**config.mk**
```make
export PLATFORM = sky130hd
export DESIGN_NAME = shift_rows_pipe
export DESIGN_NICKNAME = d
export VERILOG_FILES = /design/src/rtl/shift_rows_pipe.sv
export SDC_FILE = /design/constraint.sdc
export NUM_CORES = 1
export LEC_CHECK = 0
export CAP_MARGIN = 20
export CORE_MARGIN = 2
export CORE_UTILIZATION = 50
export CTS_CLUSTER_SIZE = 25
export DETAILED_ROUTE_END_ITERATION = 12
export PLACE_DENSITY = 0.81
export SYNTH_ARGS = -nofsm -noshare
export SYNTH_HDL_FRONTEND = slang
export SYNTH_SLANG_ARGS = --single-unit
```
**constraint.sdc**
```tcl
create_clock -name clk -period 1.8 [get_ports clk]
set_input_delay 0.36 -clock clk [delete_from_list [all_inputs] [get_ports clk]]
set_output_delay 0.36 -clock clk [all_outputs]
set_load 0.02 [all_outputs]
```
**src/rtl/shift_rows_pipe.sv**
```systemverilog
// Elastic AES ShiftRows / InvShiftRows stage for Nb = 4, 6 or 8 columns.
// A main output register plus a skid register keep one beat per cycle under backpressure.
module shift_rows_pipe #(
   parameter  int NB     = 4,
   parameter  int TAG_W  = 4,
   localparam int DATA_W = 32 * NB
) (
   input  logic              clk,
   input  logic              reset,
   input  logic              in_valid,
   output logic              in_ready,
   input  logic              in_inv,
   input  logic [TAG_W-1:0]  in_tag,
   input  logic [DATA_W-1:0] in_data,
   output logic              out_valid,
   input  logic              out_ready,
   output logic [DATA_W-1:0] out_data,
   output logic [TAG_W-1:0]  out_tag,
   output logic              busy
);

   generate
      if (!(NB == 4 || NB == 6 || NB == 8)) begin : g_bad_nb
         $error("shift_rows_pipe: NB must be 4, 6 or 8");
      end
   endgenerate

   logic [DATA_W-1:0] fwd_data;
   logic [DATA_W-1:0] inv_data;
   logic [DATA_W-1:0] shifted;
   logic              skid_valid;
   logic [DATA_W-1:0] skid_data;
   logic [TAG_W-1:0]  skid_tag;
   logic              accept;
   logic              drain;

   // Byte 0 is the MSB; rows 2 and 3 shift one extra column when Nb = 8.
   for (genvar k = 0; k < 4 * NB; k++) begin : g_byte
      localparam int R  = k % 4;
      localparam int C  = k / 4;
      localparam int S  = (NB == 8 && R >= 2) ? R + 1 : R;
      localparam int FC = (C + S) % NB;
      localparam int IC = (C - S + NB) % NB;
      assign fwd_data[DATA_W-1-8*k -: 8] = in_data[DATA_W-1-8*(4*FC+R) -: 8];
      assign inv_data[DATA_W-1-8*k -: 8] = in_data[DATA_W-1-8*(4*IC+R) -: 8];
   end

   assign shifted = in_inv ? inv_data : fwd_data;
   assign accept  = in_valid && in_ready;
   assign drain   = out_valid && out_ready;
   assign busy    = out_valid | skid_valid;

   // When main frees up the skid always refills it first, which preserves order.
   always_ff @(posedge clk) begin
      if (reset) begin
         out_valid  <= 1'b0;
         out_data   <= '0;
         out_tag    <= '0;
         skid_valid <= 1'b0;
         skid_data  <= '0;
         skid_tag   <= '0;
         in_ready   <= 1'b1;
      end else if (!out_valid || drain) begin
         if (skid_valid) begin
            out_valid <= 1'b1;
            out_data  <= skid_data;
            out_tag   <= skid_tag;
         end else if (accept) begin
            out_valid <= 1'b1;
            out_data  <= shifted;
            out_tag   <= in_tag;
         end else begin
            out_valid <= 1'b0;
         end
         skid_valid <= 1'b0;
         in_ready   <= 1'b1;
      end else if (accept) begin
         skid_valid <= 1'b1;
         skid_data  <= shifted;
         skid_tag   <= in_tag;
         in_ready   <= 1'b0;
      end
   end

endmodule

```
==> results_tabular.tex <==
\begin{tabular}{lr}
\hline
Metric & Value \\
\hline
\multicolumn{2}{l}{\textbf{Route}} \\
\quad Post-DRT Antenna Nets & 0 \\
\quad First drt pass iteration count & 5 \\
\quad Total wire length after detailed routing & 31,280 um \\
\quad Vias/cell & 5.601 \\
\quad Average wire per standard cell & 17.53 um \\
\quad Via total after detailed routing & 9,993 \\
\quad Starting DRT DRC Count & 687 \\
\quad Remaining routing DRC violations & 0 \\
\multicolumn{2}{l}{\textbf{Worst setup path}} \\
\quad Endpoint class of the critical path & primary output \\
\quad Slowest-stage cell, CP & sky130\_fd\_sc\_hd\_\_dfxtp\_1 \\
\quad Critical path buffer and inverter count & 1 \\
\quad Family with the most delay on the worst path & flip-flops \\
\quad Worst endpoint required time & 1440 ps \\
\quad CP max FO & 6 \\
\quad Crit path largest cell delay & 410 ps \\
\quad Worst Path Class, Setup & reg -> out \\
\quad Critical path launch point type & flip-flop \\
\quad Critical-path cell list & dlygate4sd2\_1 \\
\quad Data arrival time of the worst path & 1290 ps \\
\multicolumn{2}{l}{\textbf{Floorplanning}} \\
\quad Starting utilization of the core area & 51.20\% \\
\quad Die width & 153.9 um \\
\quad Area of the core & 21,960 sq um \\
\quad Top-level port count & 272 \\
\quad Standard-cell rows & 54 \\
\quad Vertical die dimension & 153.9 um \\
\quad Total Die Area & 23,700 sq um \\
\multicolumn{2}{l}{\textbf{Timing}} \\
\quad Final count of negative-setup-slack endpoints & 0 \\
\quad Final period utilization & 91.58\% \\
\quad Relative slew margins & 63.94\% \\
\quad Unrepaired setup endpoints after global routing & false \\
\quad Fin. Hold Viols & 0 \\
\quad Worst hold slack & 325.3 ps \\
\quad Final slew viol count & 0 \\
\quad Worst clock skew on the final layout & 12.69 ps \\
\quad Min Clock Period, post-route & 1648 ps \\
\quad Slew of the pin with the lowest slew margin & 541.0 ps \\
\quad Fmax & 606.6 MHz \\
\multicolumn{2}{l}{\textbf{Place}} \\
\quad Detail Placement HPWL & 20,210 um \\
\quad Input/output buffers & 271 \\
\quad Routability cong. & 0.8836 \\
\multicolumn{2}{l}{\textbf{Synth}} \\
\quad Number of synthesized register bits & 267 \\
\quad Nets in the synthesized netlist & 1,392 \\
\quad Cells after synthesis & 1,255 \\
\quad Average footprint of a synthesized cell & 8.958 sq um \\
\quad Share of synthesized area occupied by flip-flops and latches & 47.55\% \\
\quad Synth Cell Area & 11,240 sq um \\
\quad Distinct cell type count of the synthesized netlist & 26 \\
\quad Count of synthesis-stage warnings from yosys & 0 \\
\multicolumn{2}{l}{\textbf{CTS}} \\
\quad Clk Latency, worst-skew pair & 520 ps \\
\quad Clock tree root driver cell & sky130\_fd\_sc\_hd\_\_clkbuf\_16 \\
\quad Buffer levels on the longest clock path & 3 \\
\quad Post-cts hold buffer count & 0 \\
\quad Post-CTS repair timing setup buffer count & 0 \\
\quad H-tree depth & 1 \\
\quad CTS tree & built \\
\quad Gates resized, CTS repair & 136 \\
\quad Clock-pin slew reported for the worst setup and hold paths after clock tree synthesis & 60 ps \\
\quad Clock Sinks & 267 \\
\quad Total CTS buffers & 27 \\
\multicolumn{2}{l}{\textbf{Power}} \\
\quad Max rail drop VDD & 0.6785 mV \\
\quad Power per cell area & 944.2 nW/um\^{}2 \\
\quad Leakage power & 5.795 nW \\
\multicolumn{2}{l}{\textbf{Cells and area}} \\
\quad Number of filler cells placed in the layout & 1,699 \\
\quad Net count of the finished layout & 1,621 \\
\quad Core utilization of the finished layout & 69.15\% \\
\quad Growth of design area from synthesis to finish & 35.06\% \\
\quad Area of combinational cells with multiple inputs & 5345 sq um \\
\quad Sequential standard cell area & 5349 sq um \\
\quad Ant. Diodes & 0 \\
\quad Layout cells sized above 1 & 7.846\% \\
\multicolumn{2}{l}{\textbf{GRT}} \\
\quad Number of global-route vias before repair & 9,735 \\
\quad Overall track demand over capacity in global routing & 25.54\% \\
\quad Pin count of the biggest net entering global routing & 116 \\
\quad Global-route wire length before repair & 50,290 um \\
\quad Remaining global-route overflow & 0 \\
\quad Number of antenna violations at the first check in global routing & 1 \\
\multicolumn{2}{l}{\textbf{Outcome}} \\
\quad Run status & complete, no violations \\
\multicolumn{2}{l}{\textbf{Min path}} \\
\quad Classification of the worst-slack hold path & in -> reg \\
\multicolumn{2}{l}{\textbf{Flow run}} \\
\quad Max-cap violations & 0 \\
\hline
\end{tabular}
registers in the layout, summed over array words and instances, names as in the netlist:
register    cells
out_tag         4
out_data      128
in_ready        1
skid_data     128
out_valid       1
skid_valid      1
skid_tag        4
Yosys cell counts:
| master | n | share of area (%) |
|---|---|---|
| sky130_fd_sc_hd__mux2_1 | 60 | 6.0 |
| sky130_fd_sc_hd__buf_2 | 48 | 2.1 |
| sky130_fd_sc_hd__dfxtp_1 | 267 | 48 |
| sky130_fd_sc_hd__a21oi_1 | 138 | 6.1 |
| sky130_fd_sc_hd__nor3_1 | 58 | 2.6 |
| sky130_fd_sc_hd__nand4b_1 | 1 | 0.078 |
| sky130_fd_sc_hd__buf_1 | 6 | 0.20 |
| sky130_fd_sc_hd__o22ai_1 | 64 | 3.6 |
| sky130_fd_sc_hd__nand2_1 | 200 | 6.7 |
| sky130_fd_sc_hd__or2_1 | 1 | 0.056 |
| sky130_fd_sc_hd__o21ai_1 | 1 | 0.044 |
| sky130_fd_sc_hd__clkbuf_1 | 59 | 2.0 |
| sky130_fd_sc_hd__inv_1 | 8 | 0.27 |
| sky130_fd_sc_hd__buf_4 | 2 | 0.13 |
| sky130_fd_sc_hd__mux2_2 | 4 | 0.40 |
| sky130_fd_sc_hd__buf_6 | 3 | 0.30 |
| sky130_fd_sc_hd__a211oi_1 | 59 | 3.9 |
| sky130_fd_sc_hd__nand3_1 | 1 | 0.044 |
| sky130_fd_sc_hd__a211oi_2 | 16 | 1.8 |
| sky130_fd_sc_hd__and2_1 | 1 | 0.056 |
| sky130_fd_sc_hd__mux2i_1 | 132 | 12 |
| sky130_fd_sc_hd__nor2_1 | 122 | 4.1 |
| sky130_fd_sc_hd__inv_2 | 1 | 0.033 |
| sky130_fd_sc_hd__a21o_1 | 1 | 0.067 |
| sky130_fd_sc_hd__and4b_1 | 1 | 0.089 |
| sky130_fd_sc_hd__nand2b_1 | 1 | 0.056 |
cell usage in the layout, fill, tap and decap left out:
cell type	instances
sky130_fd_sc_hd__a211oi_2	16
sky130_fd_sc_hd__o21ai_1	1
sky130_fd_sc_hd__buf_12	27
sky130_fd_sc_hd__inv_1	8
sky130_fd_sc_hd__bufinv_16	2
sky130_fd_sc_hd__mux2_1	60
sky130_fd_sc_hd__mux2i_1	132
sky130_fd_sc_hd__clkinv_2	6
sky130_fd_sc_hd__clkdlybuf4s50_1	134
sky130_fd_sc_hd__a21oi_1	138
sky130_fd_sc_hd__buf_6	1
sky130_fd_sc_hd__a211oi_1	59
sky130_fd_sc_hd__clkbuf_16	27
sky130_fd_sc_hd__dfxtp_1	266
sky130_fd_sc_hd__buf_4	20
sky130_fd_sc_hd__clkbuf_2	1
sky130_fd_sc_hd__and2_4	1
sky130_fd_sc_hd__dfxtp_4	1
sky130_fd_sc_hd__nand2b_2	1
sky130_fd_sc_hd__nor2_1	122
sky130_fd_sc_hd__nor3_1	58
sky130_fd_sc_hd__a21o_2	1
sky130_fd_sc_hd__and4b_4	1
sky130_fd_sc_hd__o22ai_1	64
sky130_fd_sc_hd__or2_1	1
sky130_fd_sc_hd__nand2_1	200
sky130_fd_sc_hd__inv_2	1
sky130_fd_sc_hd__clkbuf_8	6
sky130_fd_sc_hd__buf_2	1
sky130_fd_sc_hd__nand4b_1	1
sky130_fd_sc_hd__dlygate4sd2_1	134
sky130_fd_sc_hd__mux2_2	4
sky130_fd_sc_hd__nand3_2	1
sky130_fd_sc_hd__clkbuf_1	8
through the flow:
stage	instances	cell area (sq um)	TNS, ps	power, mW	worst slack (ps)
2_1_floorplan	1255	11240	0	7.855	257.3
5_1_grt	1784	15180	0	14.87	64.03
4_1_cts	1784	15190	0	14.42	7.724
3_3_place_gp	1735	14480	-3574	9.025	-53.98
3_5_place_dp	1735	14480	-13790	9.075	-152.8
6_report	1784	15180	0	14.34	151.6
routing by layer:
layer / routed length, um / GRT usage [%]
met5: 13 / 0
met4: 807 / 7.566
met3: 2142 / 3.946
met2: 14820 / 43.03
met1: 13490 / 33.99
area by class of cell:
cell class              count  share of cell area, %
inverters                   9                 0.2225
clock buffers              41                  5.192
flip-flops and latches    267                  35.23
repair buffers            318                  21.25
clock inverters             8                 0.5933
multi-input cells         861                  35.20
well taps                 280                  2.307
worst paths after layout:
check	from	end	cells after the start	slack, ps
worst max-delay path	in_ready	in_ready	1	150
worst min-delay path	reset	skid_data[114]	3	330
worst min register to register	skid_tag[1]	skid_tag[1]	2	450
worst max register to register	in_ready	out_data[125]	5	330
logic make-up (layout without fill, tap and decap cells):
| group | count (synthesis) | after routing | synth area share, % |
|---|---|---|---|
| muxes | 196 | 196 | 18.16 |
| AOI/OAI and AO/OA | 279 | 279 | 15.54 |
| buffers and inverters | 127 | 376 | 5.042 |
| DFF | 267 | 267 | 47.55 |
| and+or+nand+nor | 386 | 386 | 13.71 |
power breakdown:
| group | internal (mW) | leakage (nW) | switching [mW] |
|---|---|---|---|
| Combinational | 1.05 | 3.17 | 1.28 |
| Clock | 3.29 | 0.437 | 2.26 |
| Sequential | 6.26 | 2.19 | 0.202 |
Note: power is estimated with default switching activity, not from simulation.
